$ cat src/rtl/imem_loader_ctrl.sv
// Instruction-image reload sequencer: streams a full UART FIFO image into memory while
// holding the CPU in reset, and arbitrates the memory write port. Option: IMEM_LOADER_CHECKSUM_EN.
module imem_loader_ctrl #(
  parameter int unsigned DEPTH       = 512,
  parameter int unsigned ADDR_W      = 9,
  parameter logic [31:0] BASE_ADDR   = 32'h0,
  parameter int unsigned HOLD_CYCLES = 4
) (
  input  logic              clk,
  input  logic              reset_n,
  input  logic              fifo_full,
  output logic              fifo_full_ack,
  output logic              fifo_addr_sel,
  output logic [ADDR_W-1:0] fifo_raddr,
  input  logic [7:0]        fifo_rd,
  input  logic              cpu_mem_wen,
  input  logic [31:0]       cpu_mem_wa,
  input  logic [31:0]       cpu_mem_wd,
  input  logic [2:0]        cpu_mem_funct3,
  output logic              mem_wen,
  output logic [31:0]       mem_wa,
  output logic [31:0]       mem_wd,
  output logic [2:0]        mem_funct3,
  output logic              cpu_reset_n,
  output logic              busy,
  output logic              load_done,
  output logic              checksum_err
);

  localparam int unsigned       CNT_W     = 8;
  localparam logic [CNT_W-1:0]  HOLD_INIT = CNT_W'(HOLD_CYCLES - 1);
  localparam logic [ADDR_W-1:0] LAST_ADDR = ADDR_W'(DEPTH - 1);

  typedef enum logic [2:0] {
    S_BOOT,
    S_IDLE,
    S_STREAM,
    S_DRAIN,
    S_ACK,
    S_WAIT_CLR,
    S_HOLD
  } state_e;

  state_e            state_q, state_d;
  logic [ADDR_W-1:0] raddr_q, raddr_d;
  logic              addr_sel_q, addr_sel_d;
  logic              ack_q, ack_d;
  logic              cpu_rst_n_q, cpu_rst_n_d;
  logic              busy_q, busy_d;
  logic              done_q, done_d;
  logic [CNT_W-1:0]  cnt_q, cnt_d;

  // Byte being written lags the issued FIFO address by one (registered FIFO read).
  logic [ADDR_W-1:0] wr_idx;
  logic [31:0]       wr_addr;
  logic              hold_block;

  assign wr_idx  = raddr_q - ADDR_W'(1);
  assign wr_addr = BASE_ADDR + 32'(wr_idx);

`ifdef IMEM_LOADER_CHECKSUM_EN
  logic [7:0] sum_q, sum_d;
  logic       err_q, err_d;
  assign hold_block   = err_q;
  assign checksum_err = err_q;
`else
  assign hold_block   = 1'b0;
  assign checksum_err = 1'b0;
`endif

  assign fifo_full_ack = ack_q;
  assign fifo_addr_sel = addr_sel_q;
  assign fifo_raddr    = raddr_q;
  assign cpu_reset_n   = cpu_rst_n_q;
  assign busy          = busy_q;
  assign load_done     = done_q;

  // State register
  always_ff @(posedge clk or negedge reset_n) begin
    if (!reset_n) begin
      state_q     <= S_BOOT;
      raddr_q     <= '0;
      addr_sel_q  <= 1'b0;
      ack_q       <= 1'b0;
      cpu_rst_n_q <= 1'b0;
      busy_q      <= 1'b1;
      done_q      <= 1'b0;
      cnt_q       <= HOLD_INIT;
    end else begin
      state_q     <= state_d;
      raddr_q     <= raddr_d;
      addr_sel_q  <= addr_sel_d;
      ack_q       <= ack_d;
      cpu_rst_n_q <= cpu_rst_n_d;
      busy_q      <= busy_d;
      done_q      <= done_d;
      cnt_q       <= cnt_d;
    end
  end

`ifdef IMEM_LOADER_CHECKSUM_EN
  always_ff @(posedge clk or negedge reset_n) begin
    if (!reset_n) begin
      sum_q <= '0;
      err_q <= 1'b0;
    end else begin
      sum_q <= sum_d;
      err_q <= err_d;
    end
  end
`endif

  // Next-state, registered-output next values and the memory write mux
  always_comb begin
    state_d     = state_q;
    raddr_d     = raddr_q;
    addr_sel_d  = addr_sel_q;
    ack_d       = 1'b0;
    cpu_rst_n_d = cpu_rst_n_q;
    busy_d      = busy_q;
    done_d      = 1'b0;
    cnt_d       = cnt_q;
    mem_wen     = 1'b0;
    mem_wa      = '0;
    mem_wd      = '0;
    mem_funct3  = '0;
`ifdef IMEM_LOADER_CHECKSUM_EN
    sum_d       = sum_q;
    err_d       = err_q;
`endif

    case (state_q)
      S_BOOT: begin
        if (cnt_q == '0) begin
          state_d     = S_IDLE;
          cpu_rst_n_d = 1'b1;
          busy_d      = 1'b0;
        end else begin
          cnt_d = cnt_q - CNT_W'(1);
        end
      end

      S_IDLE: begin
        if (fifo_full) begin
          state_d     = S_STREAM;
          raddr_d     = '0;
          addr_sel_d  = 1'b1;
          cpu_rst_n_d = 1'b0;
          busy_d      = 1'b1;
`ifdef IMEM_LOADER_CHECKSUM_EN
          sum_d       = '0;
`endif
        end else begin
          mem_wen    = cpu_mem_wen;
          mem_wa     = cpu_mem_wa;
          mem_wd     = cpu_mem_wd;
          mem_funct3 = cpu_mem_funct3;
        end
      end

      S_STREAM: begin
        if (!fifo_full) begin
          state_d    = S_HOLD;
          addr_sel_d = 1'b0;
          cnt_d      = HOLD_INIT;
        end else begin
          raddr_d = raddr_q + ADDR_W'(1);
          if (raddr_q != '0) begin
            mem_wen = 1'b1;
            mem_wa  = wr_addr;
            mem_wd  = {24'b0, fifo_rd};
`ifdef IMEM_LOADER_CHECKSUM_EN
            sum_d   = sum_q + fifo_rd;
`endif
          end
          if (raddr_q == LAST_ADDR) begin
            state_d = S_DRAIN;
          end
        end
      end

      // Final byte arrives here; with the checksum option it is the expected sum
      S_DRAIN: begin
        if (!fifo_full) begin
          state_d    = S_HOLD;
          addr_sel_d = 1'b0;
          cnt_d      = HOLD_INIT;
        end else begin
          mem_wen    = 1'b1;
          mem_wa     = wr_addr;
          mem_wd     = {24'b0, fifo_rd};
          state_d    = S_ACK;
          ack_d      = 1'b1;
          addr_sel_d = 1'b0;
`ifdef IMEM_LOADER_CHECKSUM_EN
          err_d      = (sum_q != fifo_rd);
`endif
        end
      end

      S_ACK: begin
        state_d = S_WAIT_CLR;
      end

      S_WAIT_CLR: begin
        if (!fifo_full) begin
          state_d = S_HOLD;
          done_d  = 1'b1;
          cnt_d   = HOLD_INIT;
        end
      end

      // A failed checksum parks here until a fresh image arrives
      S_HOLD: begin
        if (hold_block && fifo_full) begin
          state_d    = S_STREAM;
          raddr_d    = '0;
          addr_sel_d = 1'b1;
`ifdef IMEM_LOADER_CHECKSUM_EN
          sum_d      = '0;
`endif
        end else if (cnt_q == '0) begin
          if (!hold_block) begin
            state_d     = S_IDLE;
            cpu_rst_n_d = 1'b1;
            busy_d      = 1'b0;
          end
        end else begin
          cnt_d = cnt_q - CNT_W'(1);
        end
      end

      default: begin
        state_d = S_BOOT;
      end
    endcase
  end

endmodule
$ cat config.mk
export PLATFORM = sky130hd
export DESIGN_NAME = imem_loader_ctrl
export DESIGN_NICKNAME = d
export VERILOG_FILES = /design/src/rtl/imem_loader_ctrl.sv
export SDC_FILE = /design/constraint.sdc
export NUM_CORES = 1
export LEC_CHECK = 0
export BUFFER_PORTS_ARGS = -buffer_cell sky130_fd_sc_hd__buf_4
export CAP_MARGIN = 25
export CORE_ASPECT_RATIO = 0.8
export CORE_MARGIN = 1
export CORE_UTILIZATION = 30
export CTS_CLUSTER_SIZE = 12
export DETAILED_ROUTE_END_ITERATION = 12
export GPL_TIMING_DRIVEN = 0
export SYNTH_ARGS = -nofsm -noshare
export SYNTH_HDL_FRONTEND = slang
export SYNTH_SLANG_ARGS = --single-unit
$ cat constraint.sdc
create_clock -name clk -period 3.4 [get_ports clk]
set_input_delay 0.51 -clock clk [delete_from_list [all_inputs] [get_ports clk]]
set_output_delay 0.51 -clock clk [all_outputs]
set_load 0.02 [all_outputs]
After elaboration in Yosys (flattened, before gate mapping)
Cells that the tools add are included.

$add $sub $neg: 3. Reductions and logical operators: 14. Equal/unequal tests: 15. Multiplexer cells: 41.

Operators with widths (count): case mux 32 bit (3 select lines) (2); two-way mux 32 bit (2); two-way mux 9 bit (5); two-way mux 8 bit (5); two-way mux 3 bit (7); case mux 3 bit (6 select lines) (1); case mux 9 bit (2 select lines) (1); case mux 8 bit (2 select lines) (1); two-way mux 1 bit (12); inequality test 2 bit, second input constant (6); AND reduction 3 bit (4); adder 9 x 1 -> 9 bit, second input constant (1); equality test 3 bit, second input constant (3); equality test 9 bit, second input constant (1); nonzero test 9 bit (1); subtractor 9 x 1 -> 9 bit, second input constant (1); zero test 8 bit (1); subtractor 8 x 1 -> 8 bit, second input constant (1); equality test 3 x 2 -> 1 bit, second input constant (2); case mux 1 bit (3 select lines) (2); nonzero test 2 bit (3); case mux 1 bit (2 select lines) (2); AND reduction 4 bit (1); equality test 3 x 1 -> 1 bit, second input constant (1); 7 further kinds (7).

Input port bits: 79. Flip-flop bits (word level): 25. Output and inout bits: 83. Logic and storage cells: 81.

Depth between registers and ports, before layout
Gate-level depths: netlist of run 1.

Depth in word-level cells: 4. Depth in mapped cells: 9. Gate-level depth less buffers: 8.

Worst setup path after synthesis of run 1
Ideal clock, no wire load.

Path kind: register to output. Start: register raddr_q[3], in the netlist fifo_raddr[3]. End: output mem_wa[5]. Path slack: 1043 ps. Data arrival time: 1847 ps. Cell stages (with the launch flop): 6. Cells stage by stage: dfrtp_1 buf_2 or4_1 nor2_1 xnor2_1 o21ai_0.

Word-level cells in the longest chain between the ends: 4. Elaborated cells on any way between the ends: 6. Classes of those cells: add/sub: 1; mux: 4; reduce/logical: 1.

Ends and longest elaborated chain: start, declared (RTL line 45) `logic [ADDR_W-1:0] raddr_q, raddr_d;`; start signal, assigned (RTL line 91) `raddr_q <= raddr_d;`; subtractor 9 x 1 -> 9 bit / nonzero test 9 bit (equally long branches) (RTL line 58, 168); two-way mux 9 bit (RTL line 168) `if (raddr_q != '0) begin`; two-way mux 9 bit (RTL line 162) `if (!fifo_full) begin`; case mux 32 bit (3 select lines) * (RTL line 132) `case (state_q)`; end, declared (RTL line 21) `output logic [31:0] mem_wa,`.

Mark *: on every way between the ends. The rest lies on a longest branch, timed or not.

Worst setup path in the final report of run 1
Start: register state_q[1]. End: output mem_wa[7].

Word-level cells in the longest chain between the ends: 2. Elaborated cells on any way between the ends: 4. Classes of those cells: eq/ne: 3; mux: 1.

Ends and longest elaborated chain: start, declared (RTL line 44) `state_e state_q, state_d;`; start signal, assigned (RTL line 90) `state_q <= state_d;`; equality test 3 x 2 -> 1 bit / equality test 3 x 1 -> 1 bit (equally long branches) (RTL line 132); case mux 32 bit (3 select lines) * (RTL line 132).

Marked as above.

==> results of run 1 <==
==> flip-flops by register name (all words and copies together), names as in the netlist <==
register,flops
fifo_addr_sel,1
cnt_q,8
fifo_raddr,9
cpu_reset_n,1
fifo_full_ack,1
load_done,1
state_q,3
busy,1
==> routing by layer <==
layer  vias to the layer above  GRT usage  share of wire
li1                       1191          -              -
met5                         -          0              0
met2                        83      0.319           0.49
met3                         4     0.0319          0.069
met4                         0     0.0308         0.0051
met1                      1055      0.262           0.44
==> area by class of cell <==
cell class                      count  area share
Clock inverter                      1     0.00149
Timing Repair Buffer              160       0.356
Buffer                             17      0.0223
Multi-Input combinational cell    202       0.382
Clock buffer                        3      0.0123
Inverter                            7     0.00780
Sequential cell                    25       0.187
Tap cell                           84      0.0312
==> where the power goes <==
group	leakage (nW)	switching [mW]	internal, mW
clock	0.0255	0.0960	0.0820
combinational	1.45	0.699	0.546
sequential	0.323	0.0930	0.396
total	1.79	0.888	1.02
==> per-stage QoR <==
| step | power [mW] | util |
|---|---|---|
| floorplan | 1.28 | - |
| global placement | 1.73 | 0.516 |
| detailed placement | 1.74 | 0.516 |
| CTS | 1.93 | 0.523 |
| global route | 2.08 | 0.523 |
| finish | 1.91 | 0.523 |
==> critical path, delay by kind of cell (launching register included) <==
family / cells / cell delay (ns)
simple gates: 3 / 0.82
buf+inv: 3 / 0.67
flops: 1 / 0.43
compound gates: 1 / 0.10
==> logic make-up after synthesis <==
family / after synthesis / share of synthesized area
fa+ha+maj: 6 / 0.0372
compound gates: 56 / 0.182
mux: 2 / 0.00993
other cells: 1 / 0.00186
buf+inv: 24 / 0.0503
simple gates: 129 / 0.372
xor+xnor: 8 / 0.0347
flops: 25 / 0.312
==> cells in the final DEF (no fill, tap or decap), types with 4 or more instances in the layout <==
master      n
nor2_1     11
clkbuf_1   10
nand3_1     6
xnor2_1     4
nand2b_1    6
and2_1     51
xor2_1      4
nor3_1      4
inv_1       7
a22o_1      8
a21oi_1    10
dfrtp_1    22
nand2_1    27
buf_4     161
o21ai_0    19
buf_2       6
ha_1        6
==> final timing paths <==
| kind | startpoint | endpoint | slack [ns] | cells after the start |
|---|---|---|---|---|
| worst max-delay path | state_q[1] | mem_wa[7] | 0.58 | 7 |
| worst min-delay path | reset_n | cnt_q[5] | 0.12 | 1 |
| worst max register to register | cnt_q[0] | cnt_q[4] | 1.32 | 6 |
| min in group clk | cnt_q[7] | cnt_q[7] | 0.50 | 1 |
| worst min register to register | cnt_q[7] | cnt_q[7] | 0.50 | 1 |
| max in group asynchronous | reset_n | busy | 2.97 | 1 |
==> impl_results.md, run 1 <==
* Status: completed
* Total GRT Usage at 0.189
* Post-cts repair resize count at 0
* CTS sink count at 25
* Number of library cell types mapped by synthesis at 52
* Final Hold Fails at 0
* CTS root buffer: clkbuf_8
* Most frequent cell after synthesis: and2_1
* Vias at approximately 2,300
* Inserted Clock Buffers at 3
* Diode count at 0
* Cell area power density at 568 nW/um^2
* Post-CTS Setup Bufs at 0
* Place WS at 0.847 ns
* Crit start category: register
* Share of cells above drive strength 1 at 0.429
* Vias in the first global route at between 2,000 and 2,500
* Gpl congestion at 0.818
* Synth Warn # at 0
* Design area at 3370 sq um
* Storage element area at 629 sq um
* Die ar. at just over 7000 sq um
* Final setup viols at 0
* Core ar. at ~6400 sq um
* Io pins at roughly 160
* Fillers at slightly above 600
* Syn nets at approximately 340
* P_leak at 1.79 nW
* H-tree depth at 1
* Req. time, crit path at a little under 3 ns
* Total gr overflow at 0
* Final hold slack at about 0.12 ns
* First-pass GRT wire length at between 10 and 15 mm
* Fin Clk Skew at roughly 0.01 ns
* Drt pass-1 iters at 4
* Placed Instances at 495
* Synth cell count leaders: and2_1 (51), nand2_1 (27), dfrtp_1 (22)
* Worst hold path type: input port to asynchronous set/reset pin
* Fmax at ~350 MHz
* Die X at around 94 um
* Worst-Skew Late Latency at ~0.27 ns
* Cells after synthesis at roughly 250
* Post-Syn Area at about 2000 sq um
* Top cell type's share of synthesized area at 0.273
* Clock Tree Buf Depth at 2
* Dpl cell area at ~3300 sq um
* Largest net degree at the start of global routing at 26
* Slowest stage delay, CP at approximately 0.43 ns
* CP Capture Type: primary output
* Final TNS setup at 0 ns
* Nets at roughly 500
* Max-Cap Viols at 0
* Slew margin rel. at 0.632
* Dominant cell type by area after synthesis: dfrtp_1
* Row count at 26
* Hold Buf Count CTS at 0
* Wirelength per Cell at between 10 and 15 um
* Area Overhead vs Synth at 67.1%
* Ranking of synthesized cells by area: dfrtp_1 (27%), and2_1 (16%), nand2_1 (5.0%), o21ai_0 (4.7%), dfstp_2 (3.9%)
* Final critical-path setup slack at 0.582 ns
* Final WL at slightly above 7 mm
* Die height at 75.3 um
* IO buf count at 160
* Fin crit period at 2.82 ns
* Synthesized flop and latch total at 25
* Vias per inst at between 4 and 5
* CP Data Arrival Time at approximately 2.3 ns
* Antenna violations before repair at 0
* CP Cell Sequence: nor3b_1 > and2b_1 > buf_2 > buf_2 > nand2_1 > o21ai_1 > buf_4
* Clock-pin slew on the worst setup and hold paths at around 0.090 ns
* Detailed-route DRC error count at 0
* Hpwl dp at approximately 5.6 mm
* Async set-reset flop share out of synthesis at 1.00
* Max VDD drop at approximately 0.00027 V
* Unrepaired setup endpoints after global routing: no
* Primary FF master, synth: dfrtp_1
* CP max-delay cell: dfrtp_1
* Sequential element share of the synthesized area at 0.312
* Multi-input gate area at around 1300 sq um
* Finished Layout Cells at approximately 500
* Max FO, Critical Path at 10
* Critical path type: register to primary output
* 1st-iter DRT viols at slightly above 90
* Number of flops mapped to enable cells by yosys at 0
* Final ANT Viol Nets at 0
* CP most frequent cell: buf_2
* Final Cycle Share at 0.829
* Starting density of the core at 0.313
* Worst slew pin tran at approximately 0.55 ns
* CTS tree: done
* Max Slew Vio Count at 0
* Syn Area/Cell at around 8 sq um
Power figures use the tool's default switching activity.
==> run 2, diff against run 1 <==
PLACE_DENSITY = 0.67   (was unset)
clock period = 2.5 ns   (was 3.4 ns; I/O delays follow)
==> run 2 against run 1 <==
  * Cell area is 2.1% higher
  * Global-route usage grew 0.25 points
  * Combinational power increased by 43%
  * Sequential share of layout area fell by 0.31 points
  * Power rose by 41%
  * Non-clock buffer count grew 2
  * Worst setup slack lost 0.47 ns
  * Hold slack got worse by 0.13 ns
  * The run now ends with negative hold slack left
  * Clock skew down 0.0038 ns
  * Die area unchanged
  * Via count increased by 5.1%
  * Largest cell class unchanged
==> impl_results.md, run 2 (synthesis gave the netlist of run 1 again) <==
* Hpwl dp at 6.08 mm (was 5.63 mm)
* Slowest stage delay, CP at 0.57 ns (was 0.43 ns)
* Die X at 93.7 um (unchanged)
* Detailed-route DRC error count at 0 (unchanged)
* Gpl congestion at 0.817 (was 0.818)
* Fmax at ~420 MHz
* Total GRT Usage at 0.192 (was 0.189)
* Crit start category: register (unchanged)
* Final Hold Fails at 6 (was 0)
* Most frequent cells in the layout: buf_4 (165), and2_1 (51), nand2_1 (27) (was buf_4 (161), and2_1 (51), nand2_1 (27))
* CP Cell Sequence: buf_2 > or4_1 > nor2_1 > xnor2_1 > o21ai_0 > buf_4 (was nor3b_1 > and2b_1 > buf_2 > buf_2 > nand2_1 > o21ai_1 > buf_4)
* Starting density of the core at 0.313 (unchanged)
* Drt pass-1 iters at 4 (unchanged)
* Max FO, Critical Path at 9 (was 10)
* Final Cycle Share at 0.955
* Wirelength per Cell at 15.1 um (was 14.2 um)
* Clock-pin slew on the worst setup and hold paths at 0.09 ns (about the same)
* Worst reg-to-reg setup slack at 0.42 ns (was 1.32 ns)
* Flip-flop count of the largest register after layout at 9 (unchanged)
* Final TNS setup at 0 ns (unchanged)
* Worst-Skew Late Latency at 0.27 ns (about the same)
* Design area at 3440 sq um (was 3370 sq um)
* Unrepaired setup endpoints after global routing: no (unchanged)
* H-tree depth at 1 (unchanged)
* Commonest non-fill, non-tap cell in the layout: buf_4 (unchanged)
* Share of cells above drive strength 1 at 0.447 (was 0.429)
* Failing checks: negative hold slack
* P_leak at 1.81 nW (was 1.79 nW)
* CTS root buffer: clkbuf_8 (unchanged)
* Final WL at 7.56 mm (was 7.08 mm)
* CP Capture Type: primary output (unchanged)
* Buf/Inv on CP at 2 (was 3)
* Placed Instances at 495 (unchanged)
* Largest net degree at the start of global routing at 26 (unchanged)
* Place WS at 0.0660 ns (was 0.847 ns)
* CTS tree: done (unchanged)
* Die ar. at 7060 sq um (unchanged)
* Max Slew Vio Count at 0 (unchanged)
* 1st-iter DRT viols at 100 (was 93)
* Fin Clk Skew at 0.00604 ns (was 0.00988 ns)
* Row count at 26 (unchanged)
* Antenna violations before repair at 0 (unchanged)
* RR Endpoint: cnt_q[3] (was cnt_q[4])
* Die height at 75.3 um (unchanged)
* Worst R2R Path Depth at 6 (unchanged)
* Max-Cap Viols at 0 (unchanged)
* Final ANT Viol Nets at 0 (unchanged)
* Vias at 2,453 (was 2,333)
* Final setup viols at 0 (unchanged)
* Tot Pwr at 2.70 mW (was 1.91 mW)
* Post-layout util at 0.534 (was 0.523)
* R2r startpoint: cnt_q[0] (unchanged)
* Vias in the first global route at 2,054 (was 2,073)
* IO buf count at 160 (unchanged)
* Io pins at 162 (unchanged)
* Finished Layout Cells at 502 (was 499)
* CP Data Arrival Time at 2.01 ns (was 2.31 ns)
* Critical path's top delay family: simple AND/OR/NAND/NOR gates (unchanged)
* Critical path type: register to primary output (unchanged)
* Max VDD drop at 0.000352 V (was 0.000266 V)
* Clock Tree Buf Depth at 2 (unchanged)
* First-pass GRT wire length at 10.4 mm (was 10.5 mm)
* Final critical-path setup slack at 0.112 ns (was 0.582 ns)
* CTS sink count at 25 (unchanged)
* Inserted Clock Buffers at 3 (unchanged)
* Hold Buf Count CTS at 0 (unchanged)
* Core ar. at 6440 sq um (unchanged)
* CP max-delay cell: or4_1 (was dfrtp_1)
* Area Overhead vs Synth at 70.5% (was 67.1%)
* Vias per inst at 4.89 (was 4.68)
* Diode count at 0 (unchanged)
* Status: complete, but fails checks (was completed)
* Worst hold path type: input port to asynchronous set/reset pin (unchanged)
* Nets at 504 (was 501)
* Cell area power density at 786 nW/um^2 (was 568 nW/um^2)
* Fin crit period at 2.39 ns
* Req. time, crit path at 2.12 ns (was 2.89 ns)
* Fillers at 619 (was 615)
* Total gr overflow at 0 (unchanged)
* Dpl cell area at 3320 sq um (unchanged)
* Final hold slack at -0.00473 ns (was 0.122 ns)
==> run 2: how the worst max path moves through the flow <==
stage / from / endpoint / slack, ns / cells past startpoint
3_3_place_gp: state_q[1] / mem_wa[8] / 0.07 / 7
6_report: fifo_raddr[3] / mem_wa[5] / 0.11 / 6
5_1_grt: fifo_raddr[3] / mem_wa[5] / 0.01 / 6
2_1_floorplan: fifo_raddr[3] / mem_wa[5] / 0.28 / 5
3_5_place_dp: state_q[1] / mem_wa[8] / 0.07 / 7
4_1_cts: fifo_raddr[4] / mem_wd[4] / 0.03 / 5
==> run 2: report_power, final <==
part           switching [mW]  internal [mW]
logic                   0.993          0.792
registers               0.141          0.541
clock network           0.123          0.114
total                    1.26           1.45
==> run 2: metal layers <==
| layer | vias up | track usage | wire length (um) | share of wire |
|---|---|---|---|---|
| li1 | 1208 | - | - | - |
| met2 | 92 | 0.327 | 3650 | 0.48 |
| met5 | - | 0 | 0 | 0 |
| met4 | 0 | 0.0393 | 107 | 0.014 |
| met3 | 6 | 0.0309 | 513 | 0.068 |
| met1 | 1147 | 0.261 | 3290 | 0.44 |
==> run 2: cell type report <==
cell class                      instances  area, sq um  share of cell area
Multi-Input combinational cell        203         1330               0.386
Timing Repair Buffer                  163         1220               0.356
Sequential cell                        25          632               0.184
Tap cell                               84          105              0.0306
Buffer                                 16         78.8              0.0229
Clock buffer                            4         45.0              0.0131
Inverter                                7         26.3             0.00764
==> run 2: repair_timing <==
action                                  CTS  global route
gates cloned                              0             1
gates resized for setup                   8             4
setup buffers                             0             3
endpoints found under the setup margin   33            18
pin swaps                                 3             3
